[src/rtl/if_stage.sv]
// if_stage -- instruction fetch stage with IF/ID pipeline register.
//
// Owns the fetch PC and runs the instruction-memory read handshake. Fetched
// words go into a small FIFO, so imem latency and downstream stalls do not
// have to line up. The head of that FIFO is presented to decode.
//
// Optional feature macro: IF_BYPASS_EN
//   defined   : a response that arrives while the FIFO is empty, with no
//               stall and no flush, loads IF/ID directly (1-cycle latency).
//   undefined : every word passes through the FIFO (2-cycle latency).
//
// Ports
//   clk                 in   clock, all state on posedge
//   reset               in   synchronous, active-low
//   busywait            in   downstream stall, 1 = hold IF/ID outputs
//   branch_jump_signal  in   taken branch/jump: flush and redirect
//   branch_jump_addr    in   redirect target (low two bits ignored)
//   i_mem_read          out  imem read request
//   i_mem_address       out  word-aligned fetch address
//   i_mem_readdata      in   imem data, valid when read=1 and i_mem_busywait=0
//   i_mem_busywait      in   imem busy, 1 = request not yet complete
//   instruction_out     out  IF/ID instruction
//   pc_out              out  IF/ID pc of instruction_out
//   pc_4_out            out  IF/ID pc_out + 4
//   valid_out           out  1 = real instruction, 0 = bubble
module if_stage #(
  parameter logic [31:0] RESET_PC  = 32'h0000_0000,
  parameter int          BUF_DEPTH = 2,
  parameter logic [31:0] NOP_INSTR = 32'h0000_0013
) (
  input  logic        clk,
  input  logic        reset,
  input  logic        busywait,
  input  logic        branch_jump_signal,
  input  logic [31:0] branch_jump_addr,
  output logic        i_mem_read,
  output logic [31:0] i_mem_address,
  input  logic [31:0] i_mem_readdata,
  input  logic        i_mem_busywait,
  output logic [31:0] instruction_out,
  output logic [31:0] pc_out,
  output logic [31:0] pc_4_out,
  output logic        valid_out
);

  localparam int         PW     = $clog2(BUF_DEPTH);
  localparam logic [PW:0] FULL  = (PW+1)'(BUF_DEPTH);
  localparam logic [0:0] S_REQ  = 1'b0;
  localparam logic [0:0] S_DROP = 1'b1;

  typedef struct packed {
    logic [31:0] pc;
    logic [31:0] instr;
  } entry_t;

  entry_t [BUF_DEPTH-1:0] fifo;
  entry_t                 head;

  logic [0:0]    state;
  logic          run;       // low for one cycle after reset: no request yet
  logic [31:0]   fetch_pc;
  logic [PW-1:0] rd_ptr, wr_ptr;
  logic [PW:0]   count;
  logic          resp, req_resp, bypass, push, pop;

  // DROP keeps the request up until the stale response has been consumed.
  assign i_mem_read    = run && ((state == S_REQ && count < FULL) || state == S_DROP);
  assign i_mem_address = fetch_pc;

  assign resp     = i_mem_read && !i_mem_busywait;
  assign req_resp = resp && (state == S_REQ);
`ifdef IF_BYPASS_EN
  assign bypass   = req_resp && (count == '0) && !busywait && !branch_jump_signal;
`else
  assign bypass   = 1'b0;
`endif
  assign push     = req_resp && !branch_jump_signal && !bypass;
  assign pop      = !busywait && (count != '0) && !branch_jump_signal;
  assign head     = fifo[rd_ptr];

  // Storage needs no reset: count gates every read.
  always_ff @(posedge clk) begin
    if (push) fifo[wr_ptr] <= '{pc: fetch_pc, instr: i_mem_readdata};
  end

  always_ff @(posedge clk) begin
    if (!reset) begin
      state           <= S_REQ;
      run             <= 1'b0;
      fetch_pc        <= RESET_PC & 32'hFFFF_FFFC;
      rd_ptr          <= '0;
      wr_ptr          <= '0;
      count           <= '0;
      instruction_out <= NOP_INSTR;
      pc_out          <= '0;
      pc_4_out        <= '0;
      valid_out       <= 1'b0;
    end else begin
      run <= 1'b1;
      if (branch_jump_signal) begin
        fetch_pc        <= branch_jump_addr & 32'hFFFF_FFFC;
        rd_ptr          <= '0;
        wr_ptr          <= '0;
        count           <= '0;
        valid_out       <= 1'b0;
        instruction_out <= NOP_INSTR;
        // An outstanding imem request cannot be cancelled; its answer must be
        // swallowed later. A response landing on this edge is simply ignored.
        if (state == S_REQ && i_mem_read && i_mem_busywait) state <= S_DROP;
      end else begin
        if (req_resp) fetch_pc <= fetch_pc + 32'd4;
        if (resp && state == S_DROP) state <= S_REQ;
        if (push) wr_ptr <= wr_ptr + 1'b1;
        if (pop)  rd_ptr <= rd_ptr + 1'b1;
        if (push && !pop)      count <= count + 1'b1;
        else if (pop && !push) count <= count - 1'b1;

        if (!busywait) begin
          if (pop) begin
            instruction_out <= head.instr;
            pc_out          <= head.pc;
            pc_4_out        <= head.pc + 32'd4;
            valid_out       <= 1'b1;
          end else if (bypass) begin
            instruction_out <= i_mem_readdata;
            pc_out          <= fetch_pc;
            pc_4_out        <= fetch_pc + 32'd4;
            valid_out       <= 1'b1;
          end else begin
            // bubble: pc registers keep their last value
            instruction_out <= NOP_INSTR;
            valid_out       <= 1'b0;
          end
        end
      end
    end
  end

endmodule
[config.mk]
export PLATFORM = sky130hd
export DESIGN_NAME = if_stage
export DESIGN_NICKNAME = d
export VERILOG_FILES = /design/src/rtl/if_stage.sv
export SDC_FILE = /design/constraint.sdc
export NUM_CORES = 1
export LEC_CHECK = 0
export BUFFER_PORTS_ARGS = -buffer_cell sky130_fd_sc_hd__buf_2
export CORE_ASPECT_RATIO = 0.9
export CORE_MARGIN = 4
export CORE_UTILIZATION = 35
export DETAILED_ROUTE_END_ITERATION = 6
export SLEW_MARGIN = 15
export SYNTH_ARGS = -nofsm -noshare
export SYNTH_HDL_FRONTEND = slang
export SYNTH_SLANG_ARGS = --single-unit
[constraint.sdc]
create_clock -name clk -period 12.3 [get_ports clk]
set_input_delay 1.845 -clock clk [delete_from_list [all_inputs] [get_ports clk]]
set_output_delay 1.845 -clock clk [all_outputs]
set_load 0.005 [all_outputs]
==> results of run 1 <==
[synthesized netlist by cell type, types with 3 or more instances]
master,count
a21boi_0,5
a21o_1,3
a21oi_1,52
a22oi_1,5
a31oi_1,5
and2_1,10
and3_1,5
and4_1,4
buf_1,7
buf_2,8
buf_4,10
clkbuf_1,38
dfxtp_1,129
edfxtp_1,124
ha_1,3
inv_1,9
mux2_2,7
mux2i_1,55
nand2_1,76
nand3_1,71
nand3b_1,10
nand4_1,18
nand4b_1,4
nor2_1,86
nor3_1,6
nor4_1,5
o211a_1,36
o211ai_1,5
o21a_1,3
o21ai_0,38
o22ai_1,3
o311ai_0,11
o31ai_1,4
or4_1,7
xnor2_1,24
xor2_1,18
[registers in the layout, indices dropped and copies added (netlist names)]
| register | count |
|---|---|
| pc_4_out | 30 |
| i_mem_address | 30 |
| pc_out | 30 |
| state | 1 |
| fifo | 124 |
| wr_ptr | 1 |
| rd_ptr | 1 |
| run | 1 |
| count | 2 |
| instruction_out | 32 |
| valid_out | 1 |
[cell families (layout without fill, tap and decap cells)]
group                      count (synthesis)  in the layout  synth area share
buffers and inverters                     74            260            0.0324
and+or+nand+nor                          317            317             0.150
muxes                                     62             62            0.0599
other                                      1              8          0.000357
DFF                                      253            253             0.601
AOI/OAI and AO/OA                        180            180             0.118
xor gates and xnor gates                  42             42            0.0350
adders and majority gates                  3              3           0.00358
[power groups by stage]
stage	clock [mW]	combinational, mW	sequential [mW]
4_1_cts	0.876	0.0888	0.925
3_5_place_dp	0	0.0884	0.943
3_3_place_gp	0	0.0874	0.942
6_report	0.856	0.0874	0.925
5_1_grt	0.915	0.0978	0.927
2_1_floorplan	0	0.0507	0.937
[layer usage]
metal  vias to the layer above  GRT usage  routed length [um]
met4                        14     0.0428                 618
met1                      3513      0.228               13100
met2                       177      0.222               10700
li1                       3763          -                   -
met5                         -          0                  75
met3                        50     0.0412                1790
[stage by stage]
step	cells	utilization	hold slack [ns]
final	1521	0.434	0.462
after global placement	1467	0.402	0.442
after global routing	1520	0.434	0.481
after floorplan	937	-	0.453
after CTS	1519	0.434	0.464
after detailed placement	1467	0.402	0.456
[worst max-delay path, delay by kind of cell]
kind | cells | cell delay, ns
buffers and inverters | 3 | 1.74
AO/OA/AOI/OAI | 2 | 0.26
AND/OR/NAND/NOR | 2 | 0.21
[worst paths after layout]
check                                    end  slack [ns]  cells after the start
worst min-delay path             pc_4_out[2]        0.46                      2
worst max register to register  pc_4_out[26]        9.26                      7
worst min register to register   pc_4_out[2]        0.46                      2
worst max-delay path            pc_4_out[24]        8.59                      7
[final cells by class]
cell class                      instances  area share
Antenna cell                            2    0.000394
Clock inverter                          9      0.0117
Multi-Input combinational cell        610       0.306
Clock buffer                           43      0.0629
Sequential cell                       253       0.497
Inverter                                9     0.00266
Timing Repair Buffer                  199      0.0804
Tap cell                              396      0.0390
==> reports/qor.yml, run 1 <==
die_area_mm2: 0.0328
ir_drop_v: 0.0000952
p_sw_frac: 0.214
power_frac_seq: 0.495
grt_pass1_wl_mm: 40.4
synth_enable_flop_cells: 124
critPathSlowestCell: "buf_2"
netlist_instances: 932
intPower_mw: 1.47
hpwl_mm: 17.9
critPathRequiredTime_ns: 12.68
end_kind: "flip-flop"
grt_max_degree: 73
rsz0062_at_grt: "false"
ctsHtreeMaxLevel: 1
max-slew-margin-rel: 0.341
post-synth-top-area-cell: "edfxtp_1"
multiInputGateArea_mm2: 0.00388
syn-mean-instance-area_um2: 11.3
fmax_ghz: 0.270
cts_max_path_buffers: 3
power_frac_comb: 0.047
status: "finished, final reports clean"
crit_start: "busywait"
ys_warn_count: 0
finalSetupViolCount: 0
cp-start-kind: "input pin"
yosysTopAreaCellShare: 0.355
async_flop_share: 0
min-delay-start: "pc_4_out[2]"
worstPathArrival_ns: 4.10
pwr-share-clk: 0.458
period_needed_ns: 3.71
cap_violations: 0
final_area_mm2: 0.0127
antenna_left: 0
grt_usage: 0.154
ys_seq_area_frac: 0.601
grt_antenna_before_repair: 8
vias: 7517
r2r-start: "rd_ptr"
crit_fanout: 53
report.final.slew_viol_count: 0
cp_cell_sequence: "buf_2 -> nor3_4 -> inv_2 -> buf_4 -> nor2_1 -> o211ai_1 -> o311ai_0"
worst_slack_ns: 8.59
power_density_mw_per_mm2: 147
period_share: 0.302
final_common_cell: "buf_2"
drc: 0
die_w_um: 191
drive_gt1_frac: 0.232
syn2layout_area_growth_pct: 20.9
dr.pass1.iters: 4
wl_per_cell_um: 17.3
netlist-cell-type-count: 58
grt_overflow_total: 0
ys_seq_elements: 253
vias_per_cell: 4.94
io_buffer_count: 190
ctsHoldBuffers: 0
row_count: 59
start_util: 0.359
mappedNetlistArea_mm2: 0.0105
ctsResizeCount: 0
drt_first_iter_violations: 540
numCtsBuffers: 28
cts_setup_buffers: 0
critPathKind: "input pin to flip-flop"
power_mw: 1.87
synthFlopType: "dfxtp_1"
placed_cell_area_mm2: 0.0117
final_nets: 1173
drt-total-wl_mm: 26.3
routabilityCongestion: 0.788
clk_latency_ns: 0.53
cts.sinks: 253
p_leak_nw: 5.04
worstMarginPinSlew_ns: 0.989
fin_worst_skew_ns: 0.00767
cts.clk_slew.worst_paths_ns: 0.06
core_area_mm2: 0.0292
die_h_um: 172
fillCellCount: 2817
hold_viol_final: 0
p_sw_mw: 0.399
crit_path_max_incr_delay_ns: 0.61
detailedPlace.worstSlack_ns: 8.04
regArea_mm2: 0.00631
cts_tree: "done"
grt_pass1_vias: 7167
cts-root-buf: "clkbuf_16"
synth.area.top_cells: "edfxtp_1 (35%), dfxtp_1 (25%), mux2i_1 (5.2%), o211a_1 (3.4%), nand3_1 (3.4%)"
ios: 199
hold_class: "flip-flop to flip-flop"
tns_ns: 0
final_cell_mix: "buf_2 (189), dfxtp_1 (128), edfxtp_1 (124), nor2_1 (86), nand2_1 (76)"
Note: power is estimated with default switching activity, not from simulation.
==> inputs of run 2 (changes only) <==
==> constraint.sdc (replaced) <==
create_clock -name clk -period 3 [get_ports clk]
set_input_delay 0.45 -clock clk [delete_from_list [all_inputs] [get_ports clk]]
set_output_delay 0.45 -clock clk [all_outputs]
set_load 0.005 [all_outputs]
==> run 2 against run 1 <==
Critical path depth decreased by 1. Critical endpoint is now pc_4_out[26]. First-iteration DRC count decreased by 10%. Flip-flop and latch count is the same. Highest routed layer is now met4. Core utilization is 0.62 points higher. Sequential power rose to 4.1 times the previous value. Design area rose by 1.4%. Clock-buffer cell count decreased by 5. Die area did not move. Clock skew increased by 0.0040 ns.
==> reports/qor.yml, run 2 (same netlist as run 1, synthesis figures left out) <==
r2r-start: "rd_ptr"
final_area_mm2: 0.0129
grt_antenna_before_repair: 0
power_density_mw_per_mm2: 594
status: "finished, final reports clean"
antenna_left: 0
numCtsBuffers: 28
multiInputGateArea_mm2: 0.00389
clk_latency_ns: 0.54
hpwl_mm: 18.9
cp-start-kind: "flip-flop"
hold_viol_final: 0
grt_usage: 0.156
cts-root-buf: "clkbuf_16"
max-slew-margin-rel: 0.638
power_frac_comb: 0.048
regArea_mm2: 0.00631
drt-total-wl_mm: 27.0
critPathKind: "flip-flop to flip-flop"
tns_ns: 0
final_nets: 1186
ctsHtreeMaxLevel: 1
routabilityCongestion: 0.801
ctsHoldBuffers: 0
grt_pass1_vias: 7141
worstMarginPinSlew_ns: 0.529
cts_setup_buffers: 0
fin_worst_skew_ns: 0.0116
final_util: 0.441
start_util: 0.359
worstPathArrival_ns: 2.95
die_h_um: 172
grt_overflow_total: 0
end_kind: "flip-flop"
rr_endpoint: "pc_4_out[26]"
report.final.slew_viol_count: 0
vias_per_cell: 4.98
grt_pass1_wl_mm: 41.0
power_mw: 7.65
cts_max_path_buffers: 3
reg2reg_slack_ns: 0.53
largest_reg_flops: 124
cts.sinks: 253
critPathRequiredTime_ns: 3.48
final_common_cell: "buf_2"
period_needed_ns: 2.47
die_area_mm2: 0.0328
drive_gt1_frac: 0.241
drc: 0
regMostFlops: "fifo"
row_count: 59
grt_max_degree: 83
worstHoldPathCells: 1
reg.largest.list: "fifo (124), instruction_out (32)"
placed_cell_area_mm2: 0.0119
whs_ns: 0.102
fmax_ghz: 0.404
ctsResizeCount: 0
cap_violations: 0
vias: 7641
cts_tree: "done"
cts.clk_slew.worst_paths_ns: 0.06
p_leak_nw: 5.13
ir_drop_v: 0.000378
period_share: 0.825
io_buffer_count: 190
core_area_mm2: 0.0292
fillCellCount: 2805
drt_first_iter_violations: 486
die_w_um: 191
ios: 199
hold_class: "input pin to flip-flop"
p_sw_frac: 0.219
syn2layout_area_growth_pct: 22.7
crit_fanout: 69
reg2reg_depth: 6
finalSetupViolCount: 0
final_cell_mix: "buf_2 (189), dfxtp_1 (128), edfxtp_1 (124), nor2_1 (86), nand2_1 (76)"
dr.pass1.iters: 5
intPower_mw: 5.98
min-delay-start: "i_mem_readdata[26]"
wl_per_cell_um: 17.6
power_frac_seq: 0.496
rsz0062_at_grt: "false"
whs_endpoint: "fifo[26]"
p_sw_mw: 1.67
pwr-share-clk: 0.456
==> run 2: changes by cell type in the layout (fill, tap and decap cells not counted) <==
| cell | before | now |
|---|---|---|
| buf_12 | 0 | 6 |
| buf_4 | 10 | 17 |
| bufinv_16 | 4 | 3 |
| clkbuf_1 | 12 | 5 |
| clkbuf_8 | 2 | 4 |
| clkinv_1 | 0 | 6 |
| clkinv_2 | 4 | 2 |
| clkinv_4 | 1 | 2 |
| inv_6 | 0 | 1 |
| nor3_2 | 1 | 0 |
| nor3_4 | 2 | 3 |
| or4_2 | 1 | 0 |
| or4_4 | 0 | 1 |
==> run 2: power by group through the flow <==
stage | Combinational [mW] | Clock (mW) | Sequential, mW
floorplan | 0.210 | 0 | 3.84
global placement | 0.366 | 0 | 3.87
detailed placement | 0.371 | 0 | 3.87
CTS | 0.373 | 3.59 | 3.80
global route | 0.408 | 3.71 | 3.81
finish | 0.368 | 3.49 | 3.80
==> run 2: how the worst max path moves through the flow <==
stage | depth (start not counted) | startpoint | slack (ns) | to
after floorplan | 13 | rd_ptr | 0.02 | pc_4_out[30]
after global placement | 6 | rd_ptr | 0.57 | pc_4_out[30]
after detailed placement | 6 | rd_ptr | 0.55 | pc_4_out[30]
after CTS | 6 | rd_ptr | 0.53 | pc_4_out[26]
after global routing | 7 | rd_ptr | 0.38 | pc_4_out[25]
final | 6 | rd_ptr | 0.53 | pc_4_out[26]
==> run 2: critical path: stages (launching register included) <==
cell	delay, ns
dfxtp_4	0.37
buf_12	0.32
buf_4	0.50
mux2_2	0.34
nand2_1	0.19
or4_1	0.56
nand3_1	0.10
==> run 2: area by class of cell <==
class,instances,area share
diodes,2,0.000389
repair buffers,212,0.0927
clock buffers,38,0.0621
flip-flops and latches,253,0.490
clock inverters,14,0.0116
well taps,396,0.0385
inverters,9,0.00262
multi-input cells,610,0.302
==> run 2: layer usage <==
layer / up-vias / global-route usage / share of wire
met5: - / 0 / 0
met4: 0 / 0.0428 / 0.026
met3: 42 / 0.0242 / 0.050
met2: 203 / 0.225 / 0.42
met1: 3619 / 0.243 / 0.50
li1: 3777 / - / -
==> run 2: per-stage QoR <==
step / setup WS (ns) / std cells
4_1_cts: 0.530 / 1532
3_3_place_gp: 0.566 / 1480
3_5_place_dp: 0.547 / 1480
6_report: 0.526 / 1534
2_1_floorplan: 0.0210 / 937
5_1_grt: 0.385 / 1532
==> inputs of run 3 (changes only) <==
==> constraint.sdc (replaced) <==
create_clock -name clk -period 2.6 [get_ports clk]
set_input_delay 0.39 -clock clk [delete_from_list [all_inputs] [get_ports clk]]
set_output_delay 0.39 -clock clk [all_outputs]
set_load 0.005 [all_outputs]
==> run 3 against run 2 <==
Wire length is 0.71% lower. Flip-flop and latch count is the same. First-iteration DRC count increased by 1.2%. Critical path depth grew 1. Global-route usage rose by 0.31 points. Sequential power rose by 15%. Clock power increased by 5%. Non-clock buffer count grew 11. Final cell count is 0.46% higher. Die area unchanged. Largest cell class unchanged.
==> reports/qor.yml, run 3 (same netlist as run 1, synthesis figures left out) <==
drc: 0
row_count: 59
numCtsBuffers: 27
hold_class: "input pin to flip-flop"
drt_first_iter_violations: 492
regMostFlops: "fifo"
grt_pass1_wl_mm: 41.8
grt_pass1_vias: 7493
cp_cell_sequence: "buf_12 -> nand3_1 -> a22oi_2 -> nand4_1 -> buf_4 -> or4_1 -> nand3_1"
dr.pass1.iters: 5
ctsResizeCount: 0
io_buffer_count: 190
worstMarginPinSlew_ns: 0.621
ir_drop_v: 0.000455
vias: 7751
finalSetupViolCount: 0
fmax_ghz: 0.442
status: "finished, final reports clean"
grt_antenna_before_repair: 0
vias_per_cell: 5.03
period_needed_ns: 2.26
ctsHtreeMaxLevel: 1
final_common_cell: "buf_2"
core_area_mm2: 0.0292
syn2layout_area_growth_pct: 22.8
die_h_um: 172
grt_overflow_total: 0
clk_latency_ns: 0.53
placed_cell_area_mm2: 0.0120
wl_per_cell_um: 17.4
cts.sinks: 253
die_w_um: 191
antenna_left: 0
hold_viol_final: 0
cts_tree: "done"
cts_max_path_buffers: 3
cts.clk_slew.worst_paths_ns: 0.06
drt-total-wl_mm: 26.8
hpwl_mm: 19.0
cts_setup_buffers: 0
final_cell_mix: "buf_2 (189), dfxtp_1 (127), edfxtp_1 (124), nor2_1 (86), nand2_1 (76)"
period_share: 0.871
drive_gt1_frac: 0.255
worst-path-buf-inv: 2
critPathKind: "flip-flop to flip-flop"
start_util: 0.359
critPathRequiredTime_ns: 3.07
end_kind: "flip-flop"
power_density_mw_per_mm2: 659
cp_common_cell: "nand3_1"
tns_ns: 0
max-slew-margin-rel: 0.585
worstPathArrival_ns: 2.73
fin_worst_skew_ns: 0.0116
largest_reg_flops: 124
final_nets: 1196
grt_max_degree: 83
report.final.slew_viol_count: 0
crit_fanout: 59
ios: 199
grt_usage: 0.159
die_area_mm2: 0.0328
ctsHoldBuffers: 0
final_area_mm2: 0.0129
reg.largest.list: "fifo (124), instruction_out (32)"
cap_violations: 0
crit_path_max_incr_delay_ns: 0.51
cp-start-kind: "flip-flop"
final_util: 0.441
p_leak_nw: 5.16
routabilityCongestion: 0.781
crit_family: "simple AND/OR/NAND/NOR gates"
rsz0062_at_grt: "false"
critPathSlowestCell: "or4_1"
cts-root-buf: "clkbuf_16"
==> run 3: metal layers <==
metal	global-route usage	up-vias	share of wire
met5	0	-	0
met4	0.0412	0	0.023
met3	0.0240	42	0.056
met2	0.235	221	0.42
met1	0.244	3686	0.50
li1	-	3802	-
==> run 3: per-stage QoR <==
step / power (mW) / cells / setup WS [ns] / hold WS (ns)
after detailed placement: 4.91 / 1491 / 0.366 / 0.456
final: 8.50 / 1541 / 0.336 / 0.0470
after global routing: 8.85 / 1540 / 0.214 / 0.0155
after floorplan: 4.68 / 937 / -0.279 / 0.418
after CTS: 8.62 / 1540 / 0.352 / 0.0141
after global placement: 4.90 / 1491 / 0.376 / 0.452
==> run 3: final cells by class <==
type / instances / area (um2)
Sequential cell: 253 / 6310
Fill cell: 2805 / 16300
Multi-Input combinational cell: 610 / 3910
Timing Repair Buffer: 223 / 1290
Inverter: 9 / 33.8
Clock buffer: 31 / 726
Tap cell: 396 / 495
Antenna cell: 1 / 2.50
Clock inverter: 18 / 131
==> run 3: power breakdown <==
group / internal [mW] / switching, mW / leakage (nW) / total [mW]
Clock: 2.11 / 1.57 / 0.429 / 3.68
Combinational: 0.188 / 0.251 / 2.56 / 0.438
Sequential: 4.28 / 0.106 / 2.17 / 4.38
Total: 6.57 / 1.92 / 5.16 / 8.50
==> run 3: final timing paths <==
| kind | startpoint | endpoint | slack [ns] | depth (start not counted) |
|---|---|---|---|---|
| min | i_mem_readdata[21] | fifo[21] | 0.05 | 1 |
| max | rd_ptr | pc_4_out[22] | 0.34 | 7 |
| min reg2reg | pc_out[3] | pc_out[3] | 0.46 | 2 |
| max reg2reg | rd_ptr | pc_4_out[22] | 0.34 | 7 |
